`src/rtl/array_rw_ctrl_if.sv`:
```
// Requester-side bus of array_rw_ctrl: one read channel, one write channel
// and the read-response pulse. The master drives requests; the slave (the
// controller) drives readiness and responses.
interface array_rw_ctrl_if #(
  parameter int ADDR_W = 5,
  parameter int DATA_W = 148,
  parameter int MASK_W = 2
);
  logic              rd_valid;
  logic              rd_ready;
  logic [ADDR_W-1:0] rd_addr;
  logic              wr_valid;
  logic              wr_ready;
  logic [ADDR_W-1:0] wr_addr;
  logic [MASK_W-1:0] wr_mask;
  logic [DATA_W-1:0] wr_data;
  logic              resp_valid;
  logic [DATA_W-1:0] resp_data;

  modport master (
    output rd_valid, rd_addr, wr_valid, wr_addr, wr_mask, wr_data,
    input  rd_ready, wr_ready, resp_valid, resp_data
  );

  modport slave (
    input  rd_valid, rd_addr, wr_valid, wr_addr, wr_mask, wr_data,
    output rd_ready, wr_ready, resp_valid, resp_data
  );
endinterface

```
`src/rtl/array_rw_ctrl.sv`:
```
// Sequencing controller in front of a single-port 1RW SRAM macro.
// Arbitrates one reader and one writer onto the port (writes win unless the
// reader has been blocked STARVE_LIMIT cycles in a row) and returns read data
// as a pulse one cycle after the read is accepted.
// Optional feature macro: ARRAY_CTRL_INIT_EN -- when defined, the array is
// swept to zero for DEPTH cycles after reset; otherwise INIT lasts one idle
// cycle and the array contents are left as found.
module array_rw_ctrl #(
  parameter int DEPTH        = 32,
  parameter int ADDR_W       = 5,
  parameter int DATA_W       = 148,
  parameter int MASK_W       = 2,
  parameter int STARVE_LIMIT = 4
) (
  input  logic              clock,
  input  logic              reset,
  array_rw_ctrl_if.slave    req,
  output logic              init_done,
  output logic [ADDR_W-1:0] sram_addr,
  output logic              sram_en,
  output logic              sram_wmode,
  output logic [MASK_W-1:0] sram_wmask,
  output logic [DATA_W-1:0] sram_wdata,
  input  logic [DATA_W-1:0] sram_rdata
);

`ifdef ARRAY_CTRL_INIT_EN
  localparam bit INIT_SWEEP = 1'b1;
`else
  localparam bit INIT_SWEEP = 1'b0;
`endif

  localparam logic [0:0] ST_INIT = 1'b0;
  localparam logic [0:0] ST_RUN  = 1'b1;

  logic [0:0]        state;
  logic [ADDR_W-1:0] init_cnt;
  logic [3:0]        starve_cnt;
  logic              resp_valid_q;
  logic              starve_flag;
  logic              init_last;
  logic              rd_fire;
  logic              wr_fire;

  assign starve_flag = (starve_cnt >= 4'(STARVE_LIMIT));
  assign init_last   = INIT_SWEEP ? (init_cnt == ADDR_W'(DEPTH - 1)) : 1'b1;

  // Handshake readiness: nothing is accepted until the controller reaches RUN.
  assign req.wr_ready = (state == ST_RUN) && !(req.rd_valid && starve_flag);
  assign req.rd_ready = (state == ST_RUN) && (!req.wr_valid || starve_flag);

  // The two ready terms are mutually exclusive whenever both valids are high,
  // so at most one of these fires in a cycle.
  assign wr_fire = req.wr_valid && req.wr_ready;
  assign rd_fire = req.rd_valid && req.rd_ready;

  // The macro holds rdata until the next read, so it is forwarded directly.
  assign req.resp_valid = resp_valid_q;
  assign req.resp_data  = sram_rdata;

  // Macro port mux: init sweep, accepted write, accepted read, or fully idle.
  always_comb begin
    // NOTE: every output gets a default first so no path leaves one unassigned
    // and infers a latch.
    sram_en    = 1'b0;
    sram_wmode = 1'b0;
    sram_addr  = '0;
    sram_wmask = '0;
    sram_wdata = '0;
    if (state == ST_INIT) begin
      if (INIT_SWEEP) begin
        sram_en    = 1'b1;
        sram_wmode = 1'b1;
        sram_addr  = init_cnt;
        sram_wmask = '1;
      end
    end else if (wr_fire) begin
      sram_en    = 1'b1;
      sram_wmode = 1'b1;
      sram_addr  = req.wr_addr;
      sram_wmask = req.wr_mask;
      sram_wdata = req.wr_data;
    end else if (rd_fire) begin
      sram_en   = 1'b1;
      sram_addr = req.rd_addr;
    end
  end

  // Controller state: init sequencing, read-starvation counter, response pulse.
  always_ff @(posedge clock) begin
    // NOTE: state registers use non-blocking assignments so every flop samples
    // the pre-edge values regardless of statement order.
    if (reset) begin
      state        <= ST_INIT;
      init_cnt     <= '0;
      starve_cnt   <= '0;
      resp_valid_q <= 1'b0;
      init_done    <= 1'b0;
    end else begin
      resp_valid_q <= rd_fire;
      if (state == ST_INIT) begin
        init_cnt <= init_cnt + 1'b1;
        if (init_last) begin
          state     <= ST_RUN;
          init_done <= 1'b1;
        end
      end else begin
        if (rd_fire || !req.rd_valid) begin
          starve_cnt <= '0;
        end else if (starve_cnt != 4'hF) begin
          starve_cnt <= starve_cnt + 1'b1;
        end
      end
    end
  end

endmodule

```
`src/flat_wrapper.sv`:
```
// flat-port wrapper written by rule: the top's interface ports become plain ports
module array_rw_ctrl_flat 
#(
  parameter int DEPTH        = 32,
  parameter int ADDR_W       = 5,
  parameter int DATA_W       = 148,
  parameter int MASK_W       = 2,
  parameter int STARVE_LIMIT = 4
)
  (clock, reset, init_done, sram_addr, sram_en, sram_wmode, sram_wmask, sram_wdata, sram_rdata, req_rd_valid, req_rd_addr, req_wr_valid, req_wr_addr, req_wr_mask, req_wr_data, req_rd_ready, req_wr_ready, req_resp_valid, req_resp_data);
  array_rw_ctrl_if #(.ADDR_W(ADDR_W), .DATA_W(DATA_W), .MASK_W(MASK_W)) req_i ();
  input  logic clock;
  input  logic reset;
  output logic init_done;
  output logic [ADDR_W-1:0] sram_addr;
  output logic sram_en;
  output logic sram_wmode;
  output logic [MASK_W-1:0] sram_wmask;
  output logic [DATA_W-1:0] sram_wdata;
  input  logic [DATA_W-1:0] sram_rdata;
  input wire logic [$bits(req_i.rd_valid)-1:0] req_rd_valid;
  input wire logic [$bits(req_i.rd_addr)-1:0] req_rd_addr;
  input wire logic [$bits(req_i.wr_valid)-1:0] req_wr_valid;
  input wire logic [$bits(req_i.wr_addr)-1:0] req_wr_addr;
  input wire logic [$bits(req_i.wr_mask)-1:0] req_wr_mask;
  input wire logic [$bits(req_i.wr_data)-1:0] req_wr_data;
  output wire logic [$bits(req_i.rd_ready)-1:0] req_rd_ready;
  output wire logic [$bits(req_i.wr_ready)-1:0] req_wr_ready;
  output wire logic [$bits(req_i.resp_valid)-1:0] req_resp_valid;
  output wire logic [$bits(req_i.resp_data)-1:0] req_resp_data;
  assign req_i.rd_valid = req_rd_valid;
  assign req_i.rd_addr = req_rd_addr;
  assign req_i.wr_valid = req_wr_valid;
  assign req_i.wr_addr = req_wr_addr;
  assign req_i.wr_mask = req_wr_mask;
  assign req_i.wr_data = req_wr_data;
  assign req_rd_ready = req_i.rd_ready;
  assign req_wr_ready = req_i.wr_ready;
  assign req_resp_valid = req_i.resp_valid;
  assign req_resp_data = req_i.resp_data;
  array_rw_ctrl #(.DEPTH(DEPTH), .ADDR_W(ADDR_W), .DATA_W(DATA_W), .MASK_W(MASK_W), .STARVE_LIMIT(STARVE_LIMIT)) u_core (.clock(clock), .reset(reset), .req(req_i), .init_done(init_done), .sram_addr(sram_addr), .sram_en(sram_en), .sram_wmode(sram_wmode), .sram_wmask(sram_wmask), .sram_wdata(sram_wdata), .sram_rdata(sram_rdata));
endmodule
```
`config.mk`:
```
export PLATFORM = sky130hd
export DESIGN_NAME = array_rw_ctrl_flat
export DESIGN_NICKNAME = d
export VERILOG_FILES = /design/src/rtl/array_rw_ctrl_if.sv /design/src/rtl/array_rw_ctrl.sv /design/src/flat_wrapper.sv
export SDC_FILE = /design/constraint.sdc
export NUM_CORES = 1
export LEC_CHECK = 0
export ABC_AREA = 1
export BUFFER_PORTS_ARGS = -buffer_cell sky130_fd_sc_hd__buf_2
export CAP_MARGIN = 20
export CORE_AREA = 2 2 245 247
export CTS_CLUSTER_DIAMETER = 120
export DETAILED_ROUTE_END_ITERATION = 8
export DIE_AREA = 0 0 247 249
export PLACE_DENSITY = 0.3
export SYNTH_ARGS = -nofsm -noshare
export SYNTH_HDL_FRONTEND = slang
export SYNTH_SLANG_ARGS = --single-unit
```
`constraint.sdc`:
```
create_clock -name clock -period 1.54 [get_ports clock]
set_input_delay 0.154 -clock clock [delete_from_list [all_inputs] [get_ports clock]]
set_output_delay 0.154 -clock clock [all_outputs]
set_load 0.02 [all_outputs]
```
======== After elaboration in Yosys (flattened, before gate mapping) ========
Index checks and enable logic that the tools add are counted.
storage, ports and cells
  bits in registers ....................... 7
  input bits .............................. 312
  output and inout port bits .............. 309
  logic and storage cells ................. 34
cells by class
  add/subtract/negate cells ............... 1
  magnitude comparators ................... 1
  equality and inequality tests ........... 1
  multiplexer cells ....................... 15
  reduce and logical (&&, ||, !) cells .... 12
operator list
  cell                                                 number
  two-way mux 148 bit                                  2
  two-way mux 5 bit                                    3
  two-way mux 4 bit                                    2
  two-way mux 1 bit                                    6
  logical AND 1 bit                                    5
  adder 4 x 1 -> 4 bit, second input constant          1
  >= comparator 4 x 3 -> 1 bit, second input constant  1
  two-way mux 2 bit                                    2
  != test 4 bit, second input constant                 1
  zero test 1 bit                                      3
  logical OR 1 bit                                     2
  AND reduction 2 bit                                  1
  nonzero test 2 bit                                   1

======== Logic depth before layout (Yosys ltp) ========
Gate-level depths: netlist of the first run.
  word-level depth ........................ 7
  depth in mapped cells ................... 8
  mapped depth without buffers ............ 7

======== Worst setup path after synthesis of the first run ========
OpenSTA, ideal clock, no wires.
  path type ............................... flip-flop to output port
  start point ............................. reg u_core.starve_cnt[2]
  end point ............................... out sram_wdata[100]
  arrival time ............................ 1.217 ns
  data required time ...................... 1.386 ns
  setup slack ............................. 0.169 ns
  stages on the path, launching flop included .. 8
  buffers on the path ..................... 2
  cell sequence ........................... dfxtp_1 > o21ai_2 > nand2_1 > inv_2 > nand2_4 > buf_12 > buf_8 > nor2_2
on the way
  cells in the longest elaborated chain, start to end .. 7
ends and longest elaborated chain
  element                       line                  RTL
  start, declared               array_rw_ctrl.sv:38   logic [3:0] starve_cnt;
  start signal, assigned        array_rw_ctrl.sv:111  starve_cnt <= starve_cnt + 1'b1;
  >= comparator 4 x 3 -> 1 bit  array_rw_ctrl.sv:45   assign starve_flag = (starve_cnt >= 4'(STARVE_LIMIT));
  logical AND 1 bit             array_rw_ctrl.sv:49   assign req.wr_ready = (state == ST_RUN) && !(req.rd_valid && starve_flag);
  zero test 1 bit               array_rw_ctrl.sv:49
  logical AND 1 bit             array_rw_ctrl.sv:49
  via req_wr_ready              flat_wrapper.sv:28    output wire logic [$bits(req_i.wr_ready)-1:0] req_wr_ready;
  logical AND 1 bit             array_rw_ctrl.sv:54   assign wr_fire = req.wr_valid && req.wr_ready;
  two-way mux 148 bit           array_rw_ctrl.sv:77   end else if (wr_fire) begin
  two-way mux 148 bit           array_rw_ctrl.sv:70   if (state == ST_INIT) begin
  end, declared                 flat_wrapper.sv:19    output logic [DATA_W-1:0] sram_wdata;
The timed path passes the listed nets, and every way through them passes these cells.

======== Worst setup path after layout of the first run ========
  start point ............................. reg u_core.starve_cnt[2]
  end point ............................... out sram_wdata[87]
on the way
  cells in the longest elaborated chain, start to end .. 7
ends and longest elaborated chain
  element                       line
  >= comparator 4 x 3 -> 1 bit  array_rw_ctrl.sv:45
  logical AND 1 bit             array_rw_ctrl.sv:49
  zero test 1 bit               array_rw_ctrl.sv:49
  logical AND 1 bit             array_rw_ctrl.sv:49
  logical AND 1 bit             array_rw_ctrl.sv:54
  two-way mux 148 bit           array_rw_ctrl.sv:77
  two-way mux 148 bit           array_rw_ctrl.sv:70
Every way passes these cells.

==> results.ini, run 1 <==
[clocking]
clock_latency_ns=0.23
htreeDepth=1
path_clk_slew_ns=0.04
root_buffer=clkbuf_16
ctsHoldBuffers=0
cts_tree=done
cts-buffers-inserted=3
cts_buffer_depth=2
cts_sinks=7

[worst_setup_path]
worstPathArrival_ns=1.53
required_ns=1.39
rrSetupSlack_ns=0.48
start_kind=flop
end_kind=output pin
crit_type=reg -> out
crit_path_max_fanout=21

[floorplanning]
fp.coreArea_um2=58700
dieArea_um2=61500
die_y_um=249
io_pins=621
die_w_um=247
start_util=0.0523
row_count=89

[detailed_routing]
drt_iter0_markers=67
wl_met1_um=4250
wl_per_cell_um=9.25
wl_met3_um=2680
met2_length_um=6090
wl_um=13700
via_per_inst=2.34
routed.top_layer=met5
vias=3465
ant_nets=0
firstDrtPassIters=4
drcViolationCount=0

[sta]
setup_slack_ns=-0.145
finClkSkew_ns=0.000314
finalSetupTns_ns=-12.17
fin_crit_sh=1.09
hold_viol=0
rsz0062_at_grt=yes
max_freq_ghz=0.593
slew_violations=0
setup_viol=154
worst_pin_slew_ns=0.319
max-slew-margin-rel=0.788
min_period_ns=1.69

[cells_and_area]
area_delta_synth_final_pct=66.8
final_cell_area_um2=5120
seq_area_um2=141
fin_cells=1482
fillers=6901
final_cell_mix=buf_2 (251), inv_1 (156), nor2_2 (87)
multi_input_area_um2=1110
nNetsFinal=1022
mostFrequentLayoutCell=buf_2
drive_gt1_frac=0.645

[status]
failed_checks=setup timing
status=complete, but fails checks

[logic_synthesis]
synth_area_um2=3070
postSynthCellCount=522
synth_top_cell_area_share=0.364
yosysSeqAreaShare=0.0457
yosysWarnings=0
ys_ff_latch=7
synthTopCellsByArea=buf_4 (36%), inv_1 (19%), nor2_2 (16%), nor2_1 (8.1%), dfxtp_1 (4.6%)
synth_area_leader_cell=buf_4
synth.distinct_cells=18
synth.avg_cell_area_um2=5.88
synth_fp_nets=835

[global_routing]
antenna_found_initial=1
grt_max_degree=41
grt_pass1_wl_um=16800
grt_pass1_vias=3227
gr-usage-all-layers=0.0364
grt-ovfl-total=0

[pwr]
p_int_mw=1.02
ir_worst_vdd_uv=239
pwr-share-comb=0.639
p_clk_frac=0.252
p_total_mw=1.77
p_sw_frac=0.425
switching_power_uw=752
power_density_nw_per_um2=346
p_seq_frac=0.109
power_leakage_nw=3.00

[placed_design]
dp.cells=1469
place_congestion=0.766
dp_hpwl_um=11100
port_buffers=324
placed_cell_area_um2=4510

[run]
max-cap-violations=0

[worst_hold_path]
hold_path.class=in -> reg

worst max-delay path, stage by stage, from the launching register on:
cell	delay, ns
dfxtp_2	0.31
o21ai_2	0.14
nand2_2	0.08
clkinv_4	0.10
nand2_8	0.12
buf_12	0.21
nor2_2	0.11
buf_2	0.17
metal layers:
layer  global-route usage  vias to the layer above
met3               0.0271                       32
met2               0.0656                      446
li1                     -                     1638
met4               0.0203                        2
met5              0.00556                        -
met1               0.0269                     1347
through the flow:
step	hold WS, ns	utilization	worst slack, ns
after floorplan	0.223	-	0.169
after global placement	0.308	0.0769	-0.000749
after detailed placement	0.308	0.0769	0.0382
after CTS	0.169	0.0811	-0.164
after global routing	0.181	0.0872	-0.231
final	0.163	0.0872	-0.145
power groups by stage:
stage	combinational, mW	sequential [mW]	clock, mW
final	1.13	0.194	0.446
after global routing	1.23	0.194	0.465
after CTS	1.05	0.194	0.454
after detailed placement	0.995	0.196	0
after global placement	1.01	0.196	0
after floorplan	1.12	0.199	0
state kept, by name, summed over array words and instances, names as in the netlist:
signal	count
u_core.init_done	1
u_core.req.resp_valid	1
u_core.starve_cnt	4
u_core.state	1
timing repair:
action,CTS,global route
endpoints found under the hold margin,0,0
cloned,1,2
setup buffers,4,1
setup endpoints to repair,151,158
resized for setup,37,104
Yosys cell counts, drive strengths merged:
cell and number:
a21oi 3, buf 165, dfxtp 7, ha 1
inv 159, nand2 21, nand3 7, nand4 1
nor2 155, o21ai 3
path summary, 6_finish.rpt:
check | start | endpoint | cells after the start
hold / removal | reset | u_core.starve_cnt[2] | 2
hold reg to reg | u_core.starve_cnt[0] | u_core.starve_cnt[0] | 2
setup / recovery | u_core.starve_cnt[2] | sram_wdata[87] | 7
setup reg to reg | u_core.starve_cnt[2] | u_core.req.resp_valid | 7
cell type report:
| cell class | count | area share |
|---|---|---|
| antenna | 1 | 0.000489 |
| tap | 773 | 0.189 |
| multi-input combinational | 193 | 0.218 |
| sequential | 7 | 0.0276 |
| inverter | 159 | 0.118 |
| timing repair buffer | 345 | 0.432 |
| clock buffer | 4 | 0.0154 |
kinds of logic after synthesis:
group	share of synthesized area
adder cells (fa/ha/maj)	0.00408
flip-flops	0.0457
buffers and inverters	0.619
AO/OA/AOI/OAI	0.0110
AND/OR/NAND/NOR	0.320
Power figures use the tool's default switching activity.
==> inputs of run 2 (changes only) <==
--- a/config.mk
+++ b/config.mk
@@ -8,11 +8,13 @@
 export ABC_AREA = 1
 export BUFFER_PORTS_ARGS = -buffer_cell sky130_fd_sc_hd__buf_2
 export CAP_MARGIN = 20
-export CORE_AREA = 2 2 245 247
+export CELL_PAD_IN_SITES_DETAIL_PLACEMENT = 1
+export CELL_PAD_IN_SITES_GLOBAL_PLACEMENT = 1
+export CORE_AREA = 2 2 243 245
 export CTS_CLUSTER_DIAMETER = 120
 export DETAILED_ROUTE_END_ITERATION = 8
-export DIE_AREA = 0 0 247 249
-export PLACE_DENSITY = 0.3
+export DIE_AREA = 0 0 245 247
+export PLACE_DENSITY = 0.39
 export SYNTH_ARGS = -nofsm -noshare
 export SYNTH_HDL_FRONTEND = slang
 export SYNTH_SLANG_ARGS = --single-unit
==> run 2 against run 1 <==
  * The flow still finishes with violations (setup timing)
  * Total power up 12%
  * Design area up 16%
  * Global-route usage up 0.26 points
  * Setup slack worse by 0.029 ns
  * Hold slack worse by 0.014 ns
  * Critical path depth up 1
  * Die area down 1.6%
  * Via count up 4.2%
  * First-iteration DRC count down 37%
  * Non-clock buffer count up 16
  * Critical endpoint is now sram_wdata[129]
  * Largest cell class unchanged
==> results.ini, run 2 (synthesis gave the netlist of run 1 again) <==
[detailed_routing]
drt_iter0_markers=42
via_per_inst=2.41
vias=3609
wl_um=14800
ant_nets=0
wl_per_cell_um=9.88
drcViolationCount=0
firstDrtPassIters=4

[placed_design]
dp_hpwl_um=11600
port_buffers=324
place_congestion=0.714

[sta]
max-slew-margin-rel=0.766
setup_slack_ns=-0.175
finClkSkew_ns=0.00352
fin_crit_sh=1.11
finalSetupTns_ns=-17.60
hold_viol=0
worst_pin_slew_ns=0.351
min_period_ns=1.71
slew_violations=0
max_freq_ghz=0.583
setup_viol=156
rsz0062_at_grt=yes

[cells_and_area]
fillers=7126
multi_input_area_um2=1400
fin_util=0.102
largest_reg_flops=4
drive_gt1_frac=0.693
n_antenna_cell=0
nNetsFinal=1036
final_cell_mix=buf_2 (182), inv_1 (155), buf_6 (94)
mostFrequentLayoutCell=buf_2
top_register=u_core.starve_cnt
seq_area_um2=143
area_delta_synth_final_pct=94.0

[global_routing]
use_met1=0.0370
grt-ovfl-total=0
grt_max_degree=55
grt-busiest-layer=met2
antenna_found_initial=1
grt_pass1_vias=3615
gr-usage-all-layers=0.0390
met2_usage=0.0596
met3_usage=0.0382
grt_pass1_wl_um=18700

[floorplanning]
dieArea_um2=60500
start_util=0.0527
fp.coreArea_um2=58200
io_pins=621
row_count=89
die_w_um=245
die_y_um=247

[clocking]
cts_tree=done
cts-buffers-inserted=3
path_clk_slew_ns=0.04
htreeDepth=1
cts_buffer_depth=2
root_buffer=clkbuf_16
cts_sinks=7
clock_latency_ns=0.23

[worst_setup_path]
end_kind=output pin
cp.depth=8
rrSetupSlack_ns=-0.14
reg2reg_to=u_core.starve_cnt[2]
slowest_stage=dfxtp_2
crit_family=buffers and inverters
worstRegToRegCells=12
worstPathArrival_ns=1.56
start_kind=flop
worstPathCellList=o21ai_2, nand2_1, inv_2, nand2_8, clkbuf_16, buf_8, nor2_2, buf_6
required_ns=1.39
r2r-start=u_core.starve_cnt[2]
critPathLaunch=u_core.starve_cnt[2]
crit_path_max_fanout=8
crit_buf_inv=4
crit_type=reg -> out
critical_path.max_stage_delay_ns=0.32

[run]
max-cap-violations=0

[pwr]
power_leakage_nw=3.18
ir_worst_vdd_uv=253
power_density_nw_per_um2=334

[status]
status=complete, but fails checks
failed_checks=setup timing

[worst_hold_path]
hold_end=u_core.starve_cnt[2]
whs_path_depth=2
worstHoldStart=reset
hold_path.class=in -> reg

==> run 2: cell types whose count changed in the layout (fill, tap and decap cells not counted), sizes merged <==
| cell | before | now |
|---|---|---|
| clkinv | 1 | 0 |
| nand2 | 23 | 21 |
| clkbuf | 5 | 7 |
| diode | 1 | 0 |
| buf | 344 | 358 |
| inv | 157 | 158 |
==> run 2: power breakdown <==
| group | total, mW | internal, mW | leakage, nW | switching (mW) |
|---|---|---|---|---|
| clock network | 0.452 | 0.345 | 0.0382 | 0.106 |
| logic | 1.34 | 0.620 | 3.09 | 0.724 |
| registers | 0.193 | 0.189 | 0.0585 | 0.00334 |
| total | 1.99 | 1.15 | 3.18 | 0.834 |
==> run 2: how the worst max path moves through the flow <==
| stage | slack (ns) | to |
|---|---|---|
| final | -0.17 | sram_wdata[129] |
| after global routing | -0.28 | sram_wdata[129] |
| after detailed placement | -0.01 | sram_wdata[1] |
| after global placement | -0.05 | sram_wdata[1] |
| after CTS | -0.18 | sram_wdata[61] |
| after floorplan | 0.17 | sram_wdata[100] |
==> run 2: repair_timing <==
action	CTS	global route
hold buffers	0	0
gates resized for setup	178	166
setup endpoints to repair	150	160
pin swaps	4	8
cloned	0	4
buffers inserted	11	4
==> run 2: per-layer routing <==
metal / part of all wire / routed length [um]
met1: 0.34 / 4950
met2: 0.45 / 6610
met3: 0.19 / 2860
met5: 0.0057 / 84
met4: 0.018 / 264
==> run 2: worst register-to-register path, delay by kind of cell (launching register included) <==
| kind | cells | cell delay [ns] |
|---|---|---|
| buffers and inverters | 8 | 0.88 |
| AO/OA/AOI/OAI | 1 | 0.15 |
| flip-flops | 1 | 0.32 |
| AND/OR/NAND/NOR | 3 | 0.27 |
==> run 2: stage by stage <==
step	instance area (um2)	instances	setup slack [ns]	hold slack, ns	total power [mW]
2_1_floorplan	3070	522	0.169	0.223	1.32
3_3_place_gp	4540	1472	-0.0471	0.308	1.20
3_5_place_dp	4540	1472	-0.0129	0.308	1.20
4_1_cts	5190	1487	-0.180	0.153	1.82
5_1_grt	5950	1495	-0.284	0.168	2.12
6_report	5950	1495	-0.175	0.149	1.99
==> run 2: layout make-up <==
cell class                      instances  share of cell area
Tap cell                              773               0.162
Sequential cell                         7              0.0240
Inverter                              159               0.102
Multi-Input combinational cell        191               0.235
Timing Repair Buffer                  361               0.464
Clock buffer                            4              0.0132
